File: config.mk
export PLATFORM = sky130hd
export DESIGN_NAME = tmr_fault_irq_gen
export DESIGN_NICKNAME = d
export VERILOG_FILES = /design/src/rtl/tmr_fault_irq_gen.sv
export SDC_FILE = /design/constraint.sdc
export NUM_CORES = 1
export LEC_CHECK = 0
export ABC_AREA = 1
export BUFFER_PORTS_ARGS = -buffer_cell sky130_fd_sc_hd__buf_2
export CAP_MARGIN = 5
export CORE_UTILIZATION = 59
export CTS_BUF_LIST = sky130_fd_sc_hd__clkbuf_4 sky130_fd_sc_hd__clkbuf_8
export CTS_CLUSTER_DIAMETER = 100
export DETAILED_ROUTE_END_ITERATION = 8
export GPL_ROUTABILITY_DRIVEN = 0
export GPL_TIMING_DRIVEN = 0
export PLACE_DENSITY = 0.9
export SLEW_MARGIN = 20
export SYNTH_ARGS = -nofsm -noshare
export SYNTH_HDL_FRONTEND = slang
export SYNTH_SLANG_ARGS = --single-unit
File: constraint.sdc
create_clock -name clk -period 3.7 [get_ports clk]
set_input_delay 0 -clock clk [delete_from_list [all_inputs] [get_ports clk]]
set_output_delay 0 -clock clk [all_outputs]
set_load 0.01 [all_outputs]
File: src/rtl/tmr_fault_irq_gen.sv
// Fault collector for the TMR voters: classifies voter disagreements as transient or
// persistent, keeps sticky W1C status, and raises one level interrupt with a re-arm hold-off.
module tmr_fault_irq_gen #(
  parameter int NUM_SRC     = 5,
  parameter int CNT_W       = 8,
  parameter int PERSIST_CYC = 4,
  parameter int HOLDOFF     = 8
) (
  input  logic                       clk,
  input  logic                       rst,
  input  logic [NUM_SRC-1:0]         fault_i,
  input  logic                       irq_en_i,
  input  logic                       clr_i,
  input  logic [NUM_SRC-1:0]         clr_mask_i,
  input  logic                       cnt_clr_i,
  output logic                       irq_o,
  output logic [NUM_SRC-1:0]         status_o,
  output logic [NUM_SRC-1:0]         perm_o,
  output logic [CNT_W-1:0]           fault_cnt_o,
  output logic [$clog2(NUM_SRC)-1:0] first_src_o
);

  localparam int SRC_W = $clog2(NUM_SRC);
  localparam int RUN_W = $clog2(PERSIST_CYC + 1);
  localparam int POP_W = $clog2(NUM_SRC + 1);
  localparam int SUM_W = ((CNT_W > POP_W) ? CNT_W : POP_W) + 1;
  localparam int TMR_W = (HOLDOFF > 0) ? $clog2(HOLDOFF + 1) : 1;
  localparam logic [CNT_W-1:0] CNT_MAX = {CNT_W{1'b1}};
  localparam logic [RUN_W-1:0] RUN_MAX = RUN_W'(PERSIST_CYC);

  typedef enum logic [1:0] {IDLE, ACTIVE, HOLD} state_t;

  state_t             state;
  logic [TMR_W-1:0]   timer;
  logic [NUM_SRC-1:0] fault_q;
  logic [RUN_W-1:0]   run_q    [NUM_SRC];
  logic [RUN_W-1:0]   run_next [NUM_SRC];

  logic [NUM_SRC-1:0] episode;
  logic [NUM_SRC-1:0] clr_vec;
  logic [NUM_SRC-1:0] status_next;
  logic [NUM_SRC-1:0] perm_next;
  logic [POP_W-1:0]   ep_cnt;
  logic [SUM_W-1:0]   cnt_sum;
  logic [CNT_W-1:0]   cnt_next;
  logic [SRC_W-1:0]   low_idx;

  always_comb begin
    // NOTE: every comb output gets a default first so no path leaves it unassigned (no latch).
    episode     = fault_i & ~fault_q;
    clr_vec     = clr_i ? clr_mask_i : '0;
    status_next = (status_o & ~clr_vec) | episode;
    ep_cnt      = '0;
    low_idx     = '0;
    perm_next   = perm_o;
    for (int i = 0; i < NUM_SRC; i++) begin
      // NOTE: blocking '=' here builds a combinational chain; the ff blocks below use '<='.
      ep_cnt = ep_cnt + POP_W'(episode[i]);
      if (!fault_i[i])
        run_next[i] = '0;
      else if (run_q[i] == RUN_MAX)
        run_next[i] = run_q[i];
      else
        run_next[i] = run_q[i] + 1'b1;
      // A source still asserting cannot have its permanent flag cleared.
      if (run_next[i] == RUN_MAX)
        perm_next[i] = 1'b1;
      else if (clr_vec[i] && !fault_i[i])
        perm_next[i] = 1'b0;
    end
    for (int i = NUM_SRC - 1; i >= 0; i--) begin
      if (episode[i]) low_idx = SRC_W'(i);
    end
    cnt_sum  = SUM_W'(cnt_clr_i ? '0 : fault_cnt_o) + SUM_W'(ep_cnt);
    cnt_next = (cnt_sum > SUM_W'(CNT_MAX)) ? CNT_MAX : cnt_sum[CNT_W-1:0];
  end

  always_ff @(posedge clk or posedge rst) begin
    if (rst) begin
      fault_q     <= '0;
      status_o    <= '0;
      perm_o      <= '0;
      fault_cnt_o <= '0;
      first_src_o <= '0;
      // NOTE: the run-length array is a handful of flops, not RAM, so it is reset like any register.
      for (int i = 0; i < NUM_SRC; i++) run_q[i] <= '0;
    end else begin
      fault_q     <= fault_i;
      status_o    <= status_next;
      perm_o      <= perm_next;
      fault_cnt_o <= cnt_next;
      run_q       <= run_next;
      if (status_o == '0 && status_next != '0) first_src_o <= low_idx;
    end
  end

  // irq_o is registered from the next-state decision, so it rises with the status bit.
  always_ff @(posedge clk or posedge rst) begin
    if (rst) begin
      state <= IDLE;
      timer <= '0;
      irq_o <= 1'b0;
    end else begin
      case (state)
        IDLE: begin
          if (status_next != '0 && irq_en_i) begin
            state <= ACTIVE;
            irq_o <= 1'b1;
          end
        end
        ACTIVE: begin
          if (!irq_en_i) begin
            state <= IDLE;
            irq_o <= 1'b0;
          end else if (status_next == '0) begin
            irq_o <= 1'b0;
            if (HOLDOFF == 0) begin
              state <= IDLE;
            end else begin
              state <= HOLD;
              timer <= TMR_W'(HOLDOFF);
            end
          end
        end
        HOLD: begin
          if (timer <= TMR_W'(1)) begin
            timer <= '0;
            if (status_next != '0 && irq_en_i) begin
              state <= ACTIVE;
              irq_o <= 1'b1;
            end else begin
              state <= IDLE;
            end
          end else begin
            timer <= timer - 1'b1;
          end
        end
        default: begin
          state <= IDLE;
          irq_o <= 1'b0;
        end
      endcase
    end
  end

endmodule

==> results.md, run 1 <==
- Drt wl/cell: 12.1 um
- Starting DRC count in detailed routing: 119
- Critical Path Sink Type: flop
- Total Power: 0.00135 W
- Leak Pwr: 1.65 nW
- Synthesized Nets: 307
- Synth-to-Final Area Change: 17.0%
- Pwr dens: 466 mW/mm^2
- Hold Buf Count CTS: 6
- Hold Startpoint: clr_mask_i[2]
- IO Count: 37
- Initial core utilization: 0.615
- Detail Placement HPWL: 3450 um
- Post-Synth Simple-Gate Area: 0.237
- Slew headroom: 0.768
- Sequential share of the synthesized area: 0.485
- Int Pwr: 0.000905 W
- Status: finished clean
- IO Port Bufs: 36
- Final Setup Violations: 0
- Placeable Area: 0.00403 sq mm
- Die Height: 66.8 um
- Post-Synth Adder-Cell Area: 0.105
- First-pass GRT wire length: 7760 um
- RSZ-0062 raised after global routing: no
- Max VDD drop: 246 uV
- Latest clock arrival within the worst-skew pair: 0.30 ns
- Util after Layout: 0.719
- Vias post-DR: 1942
- Setup crit start kind: flop
- CP Cell Sequence: inv_1 -> nand2_1 -> fa_1 -> inv_1 -> fa_1 -> ha_1 -> fa_1 -> nand2_1 -> inv_1 -> o211ai_2 -> nand3b_4 -> o21ai_0
- CP startpoint: fault_q[1]$_DFF_PP0_
- Num Clock Sinks: 48
- Rows: 23
- P_sw: 0.000445 W
- Min-Delay Path Class: input port to flop
- Fraction of the mapped netlist area in compound gates: 0.0874
- Critical path data arrival time: 3.23 ns
- Post-cts sizing count: 0
- Yosys reg bits: 48
- Net Sw Frac: 0.330
- TNS Setup: 0 ns
- Worst R2R Path Depth: 12
- CP peak stage delay: 0.55 ns
- CP max FO: 8
- Main combinational cell family by area after synthesis: simple AND/OR/NAND/NOR gates
- CP required: 3.88 ns
- Final ANT Viol Nets: 0
- Clk_skew: 0.00937 ns
- Largest net degree at the start of global routing: 35
- Slowest stage cell on the critical path: fa_1
- Synth area leaders: dfrtp_1, nand2_1, ha_1
- WS Path Type: flop to flop
- Count of final hold-check violations: 0
- Cells after Synth: 273
- Comb power frac: 0.266
- Detailed Routing Iterations Pass 1: 6
- Share of layout cells above drive strength 1: 0.207
- Netlist Area Pre-Place: 0.00248 sq mm
- Post-Synth XOR/XNOR Area: 0.0106
- CTS tree: done
- DRC Markers: 0
- Yosys top cell by area: dfrtp_1
- Ant diodes: 0
- Fmax: 0.328 GHz
- Post-synth cell types: 28
- Tmin final: 3.05 ns
- Htree depth: 2
- Max-slew violation count: 0
- Via/cell ratio: 5.19
- R2R Setup Slk: 0.65 ns
- TritonCTS Buffers: 5
- Clock power share: 0.242
- Total Nets Final: 357
- Share of the synthesized area in the top cell type: 0.485
- Ys Warns: 0
- Global Route Usage Sum: 0.235
- Final WL: 4540 um
- Clock-pin slew on the worst setup and hold paths: 0.09 ns
- Worst Tran Pin Value: 0.347 ns
- Root Driver: clkbuf_8
- Hold Crit Depth: 4
- Reg-to-reg startpoint: fault_q[1]$_DFF_PP0_
- Die width: 66.8 um
- Mux cell area share after synthesis: 0
- Max-Cap Viols: 0
- Tcrit/Tclk final: 0.824
- Bufs on Longest Clock Path: 2
- Syn avg cell area: 9.07 sq um
- Global route overflow: 0
- Die area: 0.00446 sq mm
- Vias in the first global route: 1935
- Initial antenna violation count: 0
- Postcts setup bufs: 0
- Flop pwr share: 0.492
[critical path, delay by kind of cell (launching register included)]
family,cells,cell delay [ns]
simple gates,3,0.42
flops,1,0.37
compound gates,2,0.27
fa+ha+maj,4,1.66
buf+inv,3,0.18
[worst paths after layout]
check / end
hold / removal: status_o[2]$_DFF_PP0_
hold reg to reg: first_src_o[2]$_DFFE_PP0P_
setup reg to reg: fault_cnt_o[5]$_DFF_PP0_
max in group asynchronous: first_src_o[2]$_DFFE_PP0P_
min in group asynchronous: timer[2]$_DFFE_PP0P_
setup / recovery: fault_cnt_o[5]$_DFF_PP0_
[layout make-up]
type,instances,area (sq um)
sequential,48,1200
fill,305,1130
multi-input combinational,176,1090
timing repair buffer,43,260
inverter,49,184
clock buffer,6,82.6
tap,50,62.6
clock inverter,2,15.0
[flip-flops by register name, indices dropped and copies added (netlist names)]
| name | cells |
|---|---|
| run_q | 15 |
| fault_cnt_o | 8 |
| fault_q | 5 |
| perm_o | 5 |
| status_o | 5 |
| timer | 4 |
| first_src_o | 3 |
| state | 2 |
| irq_o | 1 |
[placed cells by master, fill, tap and decap left out, types with 2 or more instances in the layout]
| cell | count |
|---|---|
| a31oi_1 | 10 |
| nor2_1 | 11 |
| inv_2 | 3 |
| nor2_8 | 2 |
| nand3_1 | 9 |
| nor3_1 | 2 |
| ha_1 | 16 |
| fa_1 | 3 |
| dlygate4sd3_1 | 6 |
| dfrtp_1 | 48 |
| clkbuf_8 | 6 |
| nand2_4 | 3 |
| nand2_1 | 74 |
| clkinvlp_4 | 2 |
| o21ai_0 | 19 |
| xor2_1 | 3 |
| or2_2 | 2 |
| buf_2 | 36 |
| inv_1 | 46 |
| o21ai_1 | 4 |
| nand2_2 | 7 |
[power groups by stage]
stage               Sequential, W  Combinational [W]  Clock, W
finish                   0.000664           0.000359  0.000327
floorplan                0.000692           0.000212         0
CTS                      0.000664           0.000363  0.000338
global route             0.000675           0.000417  0.000354
global placement         0.000670           0.000333         0
detailed placement       0.000674           0.000354         0
[synth_stat cells (all sizes together)]
cell type and instances:
nand2 84, inv 49, dfrtp 48, o21ai 23, ha 16, nor2 14, a31oi 10, nand3 10
fa 3, xor2 3, nand4 2, nor3 2, or2 2, a21boi 1, a21oi 1, nand3b 1
nor3b 1, o211ai 1, o22ai 1, o31ai 1
[through the flow]
step | hold slack, ns | cell area [sq um] | worst slack [ns] | std cells
after detailed placement | -0.00851 | 2740 | 0.673 | 360
after global routing | 0.0249 | 2900 | 0.453 | 374
after CTS | 0.0000812 | 2900 | 0.625 | 374
final | 0.0169 | 2900 | 0.651 | 374
after global placement | 0.177 | 2720 | 0.744 | 359
after floorplan | 0.0314 | 2480 | 0.910 | 273
[routing by layer]
| metal | global-route usage | part of all wire |
|---|---|---|
| met5 | 0 | 0 |
| met4 | 0.114 | 0.032 |
| met3 | 0.0479 | 0.038 |
| met2 | 0.423 | 0.50 |
| met1 | 0.262 | 0.43 |
[cell families after synthesis]
logic type / after synthesis
xor gates and xnor gates: 3
buffers and inverters: 49
and+or+nand+nor: 116
DFF: 48
adders and majority gates: 19
AOI/OAI and AO/OA: 38
Note: power is estimated with default switching activity, not from simulation.
==> run 2: changes to the inputs <==
Settings changed: CORE_UTILIZATION 59 to 53, PLACE_DENSITY 0.9 to 0.86.
Clock period 3.7 ns to 2.49 ns, I/O delays scaled along.
==> run 2 against run 1 <==
Against the previous run:
- the flow now finishes with violations (hold timing, setup timing)
- critical path depth unchanged
- design area rose by 2.5%
- register-to-register slack worse by 1.0 ns
- combinational power grew 52%
- non-clock buffer count up 5
- wire length rose by 8.2%
- count of clock-buffer cells in the layout stayed put
- final cell count increased by 1.9%
- global-route usage is 2.1 points lower
- sequential share of layout area down 1.0 points
- fmax grew 7.5%
- critical path type unchanged
==> results.md, run 2 (synthesized netlist as in run 1, its figures left out) <==
- Biggest regs: run_q: 15 flops, fault_cnt_o: 8 flops (unchanged)
- IO Count: 37 (unchanged)
- Total Power: 0.00204 W (was 0.00135 W)
- Vias in the first global route: 1924 (was 1935)
- Worst Tran Pin Value: 0.441 ns (was 0.347 ns)
- WS Path Type: flop to flop (unchanged)
- Final Setup Violations: 8 (was 0)
- Slew headroom: 0.705 (was 0.768)
- Final WS setup: -0.347 ns (was 0.651 ns)
- TritonCTS Buffers: 5 (unchanged)
- Comb power frac: 0.269 (was 0.266)
- Critical Path Sink Type: flop (unchanged)
- Util after Layout: 0.672 (was 0.719)
- Die area: 0.00495 sq mm (was 0.00446 sq mm)
- Max-Cap Viols: 0 (unchanged)
- Tcrit/Tclk final: 1.14 (was 0.824)
- Clock-pin slew on the worst setup and hold paths: 0.10 ns (was 0.09 ns)
- Min-Delay Path Class: input port to flop (unchanged)
- Ant diodes: 0 (unchanged)
- Die width: 70.4 um (was 66.8 um)
- Pwr dens: 687 mW/mm^2 (was 466 mW/mm^2)
- Crit-path leading delay family: adder cells (unchanged)
- Initial antenna violation count: 0 (unchanged)
- Drt wl/cell: 12.9 um (was 12.1 um)
- Total Nets Final: 362 (was 357)
- Final WL: 4910 um (was 4540 um)
- CP required: 2.68 ns (was 3.88 ns)
- Latest clock arrival within the worst-skew pair: 0.31 ns (was 0.30 ns)
- Final Cell Area: 0.00297 sq mm (was 0.00290 sq mm)
- Root Driver: clkbuf_8 (unchanged)
- Die Height: 70.4 um (was 66.8 um)
- CP startpoint: fault_q[3]$_DFF_PP0_ (was fault_q[1]$_DFF_PP0_)
- Hold Slack: -0.00656 ns (was 0.0169 ns)
- Buf+Inv Stages, Crit Path: 3 (unchanged)
- R2r endpoint: fault_cnt_o[7]$_DFF_PP0_ (was fault_cnt_o[5]$_DFF_PP0_)
- Int Pwr: 0.00136 W (was 0.000905 W)
- Commonest non-fill, non-tap cells in the layout: nand2_1, dfrtp_1, inv_1 (unchanged)
- Hold Startpoint: fault_i[1] (was clr_mask_i[2])
- Tmin final: 2.84 ns (was 3.05 ns)
- CP max FO: 8 (unchanged)
- Slowest stage cell on the critical path: fa_1 (unchanged)
- RSZ-0062 raised after global routing: yes (was no)
- Clk_skew: 0.0144 ns (was 0.00937 ns)
- Synth-to-Final Area Change: 19.9% (was 17.0%)
- Hold Crit Depth: 3 (was 4)
- Max VDD drop: 467 uV (was 246 uV)
- Rows: 24 (was 23)
- Fmax: 0.353 GHz (was 0.328 GHz)
- Failing checks: hold timing, setup timing
- Detailed Routing Iterations Pass 1: 4 (was 6)
- Num Clock Sinks: 48 (unchanged)
- Most common cell after layout, fill and taps aside: nand2_1 (unchanged)
- Clock power share: 0.248 (was 0.242)
- Worst R2R Path Depth: 12 (unchanged)
- Number of fill cells: 330 (was 305)
- R2R Setup Slk: -0.35 ns (was 0.65 ns)
- DRC Markers: 0 (unchanged)
- Placed Area: 0.00275 sq mm (was 0.00274 sq mm)
- Initial core utilization: 0.561 (was 0.615)
- Via/cell ratio: 5.10 (was 5.19)
- IO Port Bufs: 36 (unchanged)
- Starting DRC count in detailed routing: 102 (was 119)
- Max-slew violation count: 0 (unchanged)
- First-pass GRT wire length: 8260 um (was 7760 um)
- Setup crit start kind: flop (unchanged)
- Largest net degree at the start of global routing: 30 (was 35)
- CP peak stage delay: 0.55 ns (about the same)
- Global route overflow: 0 (unchanged)
- Htree depth: 2 (unchanged)
- Status: complete, but fails checks (was finished clean)
- Reg-to-reg startpoint: fault_q[3]$_DFF_PP0_ (was fault_q[1]$_DFF_PP0_)
- Global Route Usage Sum: 0.215 (was 0.235)
- CP Cell Sequence: inv_2 -> nand2_4 -> fa_1 -> inv_1 -> fa_1 -> ha_2 -> fa_2 -> nand2_2 -> inv_2 -> o211ai_2 -> nand3b_4 -> nand3_2 (was inv_1 -> nand2_1 -> fa_1 -> inv_1 -> fa_1 -> ha_1 -> fa_1 -> nand2_1 -> inv_1 -> o211ai_2 -> nand3b_4 -> o21ai_0)
- Critical path data arrival time: 3.03 ns (was 3.23 ns)
- Net Sw Frac: 0.334 (was 0.330)
- P_sw: 0.000682 W (was 0.000445 W)
- CTS tree: done (unchanged)
- Final ANT Viol Nets: 0 (unchanged)
- Max FFs per register: 15 (unchanged)
- Vias post-DR: 1945 (was 1942)
- Hold EP: run_q[11]$_DFF_PP0_ (was status_o[2]$_DFF_PP0_)
- Bufs on Longest Clock Path: 2 (unchanged)
- Share of layout cells above drive strength 1: 0.240 (was 0.207)
- Detail Placement HPWL: 3500 um (was 3450 um)
- Leak Pwr: 1.69 nW (was 1.65 nW)
- Flop pwr share: 0.484 (was 0.492)
- Placeable Area: 0.00441 sq mm (was 0.00403 sq mm)
- Count of final hold-check violations: 1 (was 0)
- Setup WS pre-CTS: -0.365 ns (was 0.673 ns)
- Top reg by flops: run_q (unchanged)
-- run 2: cell count changes in the layout (fill, tap and decap cells not counted), moves of 3 or more --
cell	change
buf_4	+3
inv_1	-3
inv_2	+3
nand2_1	-3
-- run 2: final cells by class --
| type | instances | area (sq um) | area share |
|---|---|---|---|
| clock buffer | 6 | 82.6 | 0.0278 |
| clock inverter | 2 | 13.8 | 0.00464 |
| inverter | 49 | 184 | 0.0620 |
| timing repair buffer | 48 | 303 | 0.102 |
| tap | 52 | 65.1 | 0.0219 |
| multi-input combinational | 176 | 1120 | 0.377 |
| sequential | 48 | 1200 | 0.405 |
-- run 2: worst max path at each step --
stage                                     to  slack, ns  depth (start not counted)
floorplan           fault_cnt_o[7]$_DFF_PP0_      -0.17                         12
global placement    fault_cnt_o[5]$_DFF_PP0_      -0.31                         12
detailed placement  fault_cnt_o[5]$_DFF_PP0_      -0.37                         12
CTS                 fault_cnt_o[5]$_DFF_PP0_      -0.32                         12
global route        fault_cnt_o[7]$_DFF_PP0_      -0.48                         12
finish              fault_cnt_o[7]$_DFF_PP0_      -0.35                         12
-- run 2: power by group through the flow --
stage,logic (W),clock network [W],registers [W]
floorplan,0.000319,0,0.00103
global placement,0.000502,0,0.000993
detailed placement,0.000529,0,0.000999
CTS,0.000546,0.000506,0.000984
global route,0.000626,0.000538,0.00100
finish,0.000547,0.000505,0.000986
-- run 2: metrics by stage --
step / std cells / setup TNS (ns)
after floorplan: 273 / -1.30
after global placement: 361 / -2.33
after detailed placement: 362 / -2.75
after CTS: 379 / -2.37
after global routing: 381 / -3.67
final: 381 / -2.62
-- run 2: what timing repair did --
| item | in CTS | in global routing |
|---|---|---|
| resized for setup | 5 | 1 |
| pin swaps | 6 | 2 |
| hold buffers | 7 | 1 |
| hold endpoints to repair | 36 | 1 |
| endpoints found under the setup margin | 8 | 8 |
| buffers inserted | 2 | 1 |
-- run 2: worst register-to-register path, cell delays in order (launching register included) --
cell and delay (ns):
dfrtp_1 0.39, inv_2 0.07, nand2_4 0.05, fa_1 0.55
inv_1 0.05, fa_1 0.45, ha_2 0.21, fa_2 0.36
nand2_2 0.07, inv_2 0.04, o211ai_2 0.19, nand3b_4 0.21
nand3_2 0.08
-- run 2: per-layer routing --
| layer | vias to the layer above | wire length [um] | global-route usage |
|---|---|---|---|
| met4 | 0 | 119 | 0.109 |
| met5 | - | 0 | 0 |
| met2 | 40 | 2560 | 0.359 |
| li1 | 976 | - | - |
| met1 | 917 | 2100 | 0.264 |
| met3 | 12 | 130 | 0.0404 |
==> run 3: changes to the inputs <==
Settings changed: CORE_UTILIZATION 53 to 50, PLACE_DENSITY 0.86 to 0.82.
==> run 3 against run 2 <==
Against the previous run:
- the run ends with setup timing left
- hold slack gained 0.029 ns
- first-iteration DRC count grew 21%
- non-clock buffer count grew 3
- combinational power grew 3%
==> results.md, run 3 (synthesized netlist as in run 1, its figures left out) <==
- Synth-to-Final Area Change: 22.5% (was 19.9%)
- Slew headroom: 0.755 (was 0.705)
- Final Setup Violations: 8 (unchanged)
- Largest net degree at the start of global routing: 36 (was 30)
- Buf+Inv Stages, Crit Path: 3 (unchanged)
- DRC Markers: 0 (unchanged)
- P_sw: 0.000682 W (about the same)
- First-pass GRT wire length: 8040 um (was 8260 um)
- Ant diodes: 0 (unchanged)
- Initial antenna violation count: 0 (unchanged)
- Detail Placement HPWL: 3380 um (was 3500 um)
- Top Usage Layer GRT: met2 (unchanged)
- Commonest non-fill, non-tap cells in the layout: nand2_1, dfrtp_1, inv_1 (unchanged)
- Clk_skew: 0.00643 ns (was 0.0144 ns)
- Vias in the first global route: 1913 (was 1924)
- Pwr dens: 700 mW/mm^2 (was 687 mW/mm^2)
- Max-slew violation count: 0 (unchanged)
- Failing checks: setup timing (was hold timing, setup timing)
- Setup crit start kind: flop (unchanged)
- Int Pwr: 0.00144 W (was 0.00136 W)
- Crit-path leading delay family: adder cells (unchanged)
- Root Driver: clkbuf_8 (unchanged)
- Top reg by flops: run_q (unchanged)
- Final WL: 4680 um (was 4910 um)
- Comb power frac: 0.265 (was 0.269)
- Most common cell after layout, fill and taps aside: nand2_1 (unchanged)
- CTS tree: done (unchanged)
- Flop pwr share: 0.464 (was 0.484)
- Min-Delay Path Class: input port to flop (unchanged)
- Number of fill cells: 395 (was 330)
- Max VDD drop: 414 uV (was 467 uV)
- CP Cell Sequence: inv_2 -> nand2_4 -> fa_1 -> inv_1 -> fa_1 -> ha_2 -> fa_2 -> nand2_2 -> inv_2 -> o211ai_2 -> nand3b_4 -> o21ai_1 (was inv_2 -> nand2_4 -> fa_1 -> inv_1 -> fa_1 -> ha_2 -> fa_2 -> nand2_2 -> inv_2 -> o211ai_2 -> nand3b_4 -> nand3_2)
- Rows: 25 (was 24)
- Fmax: 0.359 GHz (was 0.353 GHz)
- Tcrit/Tclk final: 1.12 (was 1.14)
- Leak Pwr: 1.71 nW (was 1.69 nW)
- Global Route Usage Sum: 0.201 (was 0.215)
- Die Height: 72.4 um (was 70.4 um)
- R2R Setup Slk: -0.29 ns (was -0.35 ns)
- Vias post-DR: 1955 (was 1945)
- Met2 GRT Util: 0.345 (was 0.359)
- Final WS setup: -0.292 ns (was -0.347 ns)
- Die area: 0.00524 sq mm (was 0.00495 sq mm)
- Reg-to-reg startpoint: fault_q[3]$_DFF_PP0_ (unchanged)
- IO Count: 37 (unchanged)
- CP max FO: 8 (unchanged)
- Global route overflow: 0 (unchanged)
- Hold Startpoint: clr_mask_i[1] (was fault_i[1])
- WS Path Type: flop to flop (unchanged)
- Detailed Routing Iterations Pass 1: 4 (unchanged)
- Drt wl/cell: 11.7 um (was 12.9 um)
- Worst Tran Pin Value: 0.367 ns (was 0.441 ns)
- Share of layout cells above drive strength 1: 0.247 (was 0.240)
- Count of final hold-check violations: 0 (was 1)
- GRT met3 Usage: 0.0542 (was 0.0404)
- Total Power: 0.00212 W (was 0.00204 W)
- Num Clock Sinks: 48 (unchanged)
- Htree depth: 2 (unchanged)
- TritonCTS Buffers: 5 (unchanged)
- RSZ-0062 raised after global routing: yes (unchanged)
- CP required: 2.69 ns (was 2.68 ns)
- IO Port Bufs: 36 (unchanged)
- Max-Cap Viols: 0 (unchanged)
- Final ANT Viol Nets: 0 (unchanged)
- Critical Path Sink Type: flop (unchanged)
- Initial core utilization: 0.521 (was 0.561)
- Grt met1 use: 0.238 (was 0.264)
- TNS Setup: -2.19 ns (was -2.62 ns)
- Status: complete, but fails checks (unchanged)
- Critical path data arrival time: 2.98 ns (was 3.03 ns)
- Hold Crit Depth: 4 (was 3)
- Net Sw Frac: 0.321 (was 0.334)
- Latest clock arrival within the worst-skew pair: 0.31 ns (about the same)
- Max FFs per register: 15 (unchanged)
- R2r endpoint: fault_cnt_o[2]$_DFF_PP0_ (was fault_cnt_o[7]$_DFF_PP0_)
- Placeable Area: 0.00475 sq mm (was 0.00441 sq mm)
- Clock-pin slew on the worst setup and hold paths: 0.09 ns (was 0.10 ns)
- Clock power share: 0.271 (was 0.248)
- Worst R2R Path Depth: 12 (unchanged)
- Biggest regs: run_q: 15 flops, fault_cnt_o: 8 flops (unchanged)
- Hold EP: status_o[1]$_DFF_PP0_ (was run_q[11]$_DFF_PP0_)
- Tmin final: 2.78 ns (was 2.84 ns)
- Slowest stage cell on the critical path: fa_1 (unchanged)
- Via/cell ratio: 4.90 (was 5.10)
- Starting DRC count in detailed routing: 123 (was 102)
- Total Nets Final: 365 (was 362)
- Die width: 72.4 um (was 70.4 um)
- Bufs on Longest Clock Path: 2 (unchanged)
- CP peak stage delay: 0.53 ns (was 0.55 ns)
run 3: area by class of cell:
cell class              instances  area [sq um]  share of cell area
clock buffers                   5          68.8              0.0227
clock inverters                 3          47.5              0.0157
inverters                      49           184              0.0606
multi-input cells             176          1120               0.369
flip-flops and latches         48          1200               0.396
well taps                      67          83.8              0.0276
repair buffers                 51           328               0.108
run 3: what timing repair did:
action	4_1_cts	5_1_grt
hold buffers	9	0
buffers inserted	3	2
endpoints found under the setup margin	8	8
pin swaps	6	2
endpoints found under the hold margin	65	0
cloned	0	0
gates resized for setup	6	1
run 3: worst max path at each step:
| stage | from | end | slack, ns | cells past startpoint |
|---|---|---|---|---|
| after floorplan | fault_q[3]$_DFF_PP0_ | fault_cnt_o[7]$_DFF_PP0_ | -0.17 | 12 |
| after global placement | fault_q[3]$_DFF_PP0_ | fault_cnt_o[2]$_DFF_PP0_ | -0.30 | 12 |
| after detailed placement | fault_q[3]$_DFF_PP0_ | fault_cnt_o[2]$_DFF_PP0_ | -0.34 | 12 |
| after CTS | fault_q[3]$_DFF_PP0_ | fault_cnt_o[2]$_DFF_PP0_ | -0.29 | 12 |
| after global routing | fault_q[3]$_DFF_PP0_ | fault_cnt_o[2]$_DFF_PP0_ | -0.40 | 12 |
| final | fault_q[3]$_DFF_PP0_ | fault_cnt_o[2]$_DFF_PP0_ | -0.29 | 12 |
run 3: per-layer routing:
| metal | wire [um] | share of wire | up-vias |
|---|---|---|---|
| met5 | 0 | 0 | - |
| met4 | 81 | 0.017 | 0 |
| met1 | 2070 | 0.44 | 926 |
| met2 | 2340 | 0.50 | 40 |
| met3 | 188 | 0.040 | 8 |
| li1 | - | - | 981 |
run 3: worst min-delay path, cell delays in order:
cell and delay (ns):
buf_2 0.08, nand2_1 0.07, nand2_2 0.08, nand2_4 0.07
run 3: power by group through the flow:
stage | sequential [W] | clock, W | combinational (W)
CTS | 0.000987 | 0.000586 | 0.000556
global placement | 0.000995 | 0 | 0.000501
global route | 0.00100 | 0.000622 | 0.000641
floorplan | 0.00103 | 0 | 0.000319
detailed placement | 0.00100 | 0 | 0.000529
finish | 0.000986 | 0.000575 | 0.000562
run 3: through the flow:
stage                     hold WS [ns]  instance area, sq um  std cells  utilization  setup slack [ns]
after floorplan                 0.0314                  2490        273            -            -0.175
after global placement           0.181                  2750        376        0.579            -0.300
after detailed placement       -0.0302                  2770        377        0.583            -0.343
after CTS                       0.0141                  3020        397        0.634            -0.294
after global routing            0.0298                  3030        399        0.638            -0.397
final                           0.0228                  3030        399        0.638            -0.292
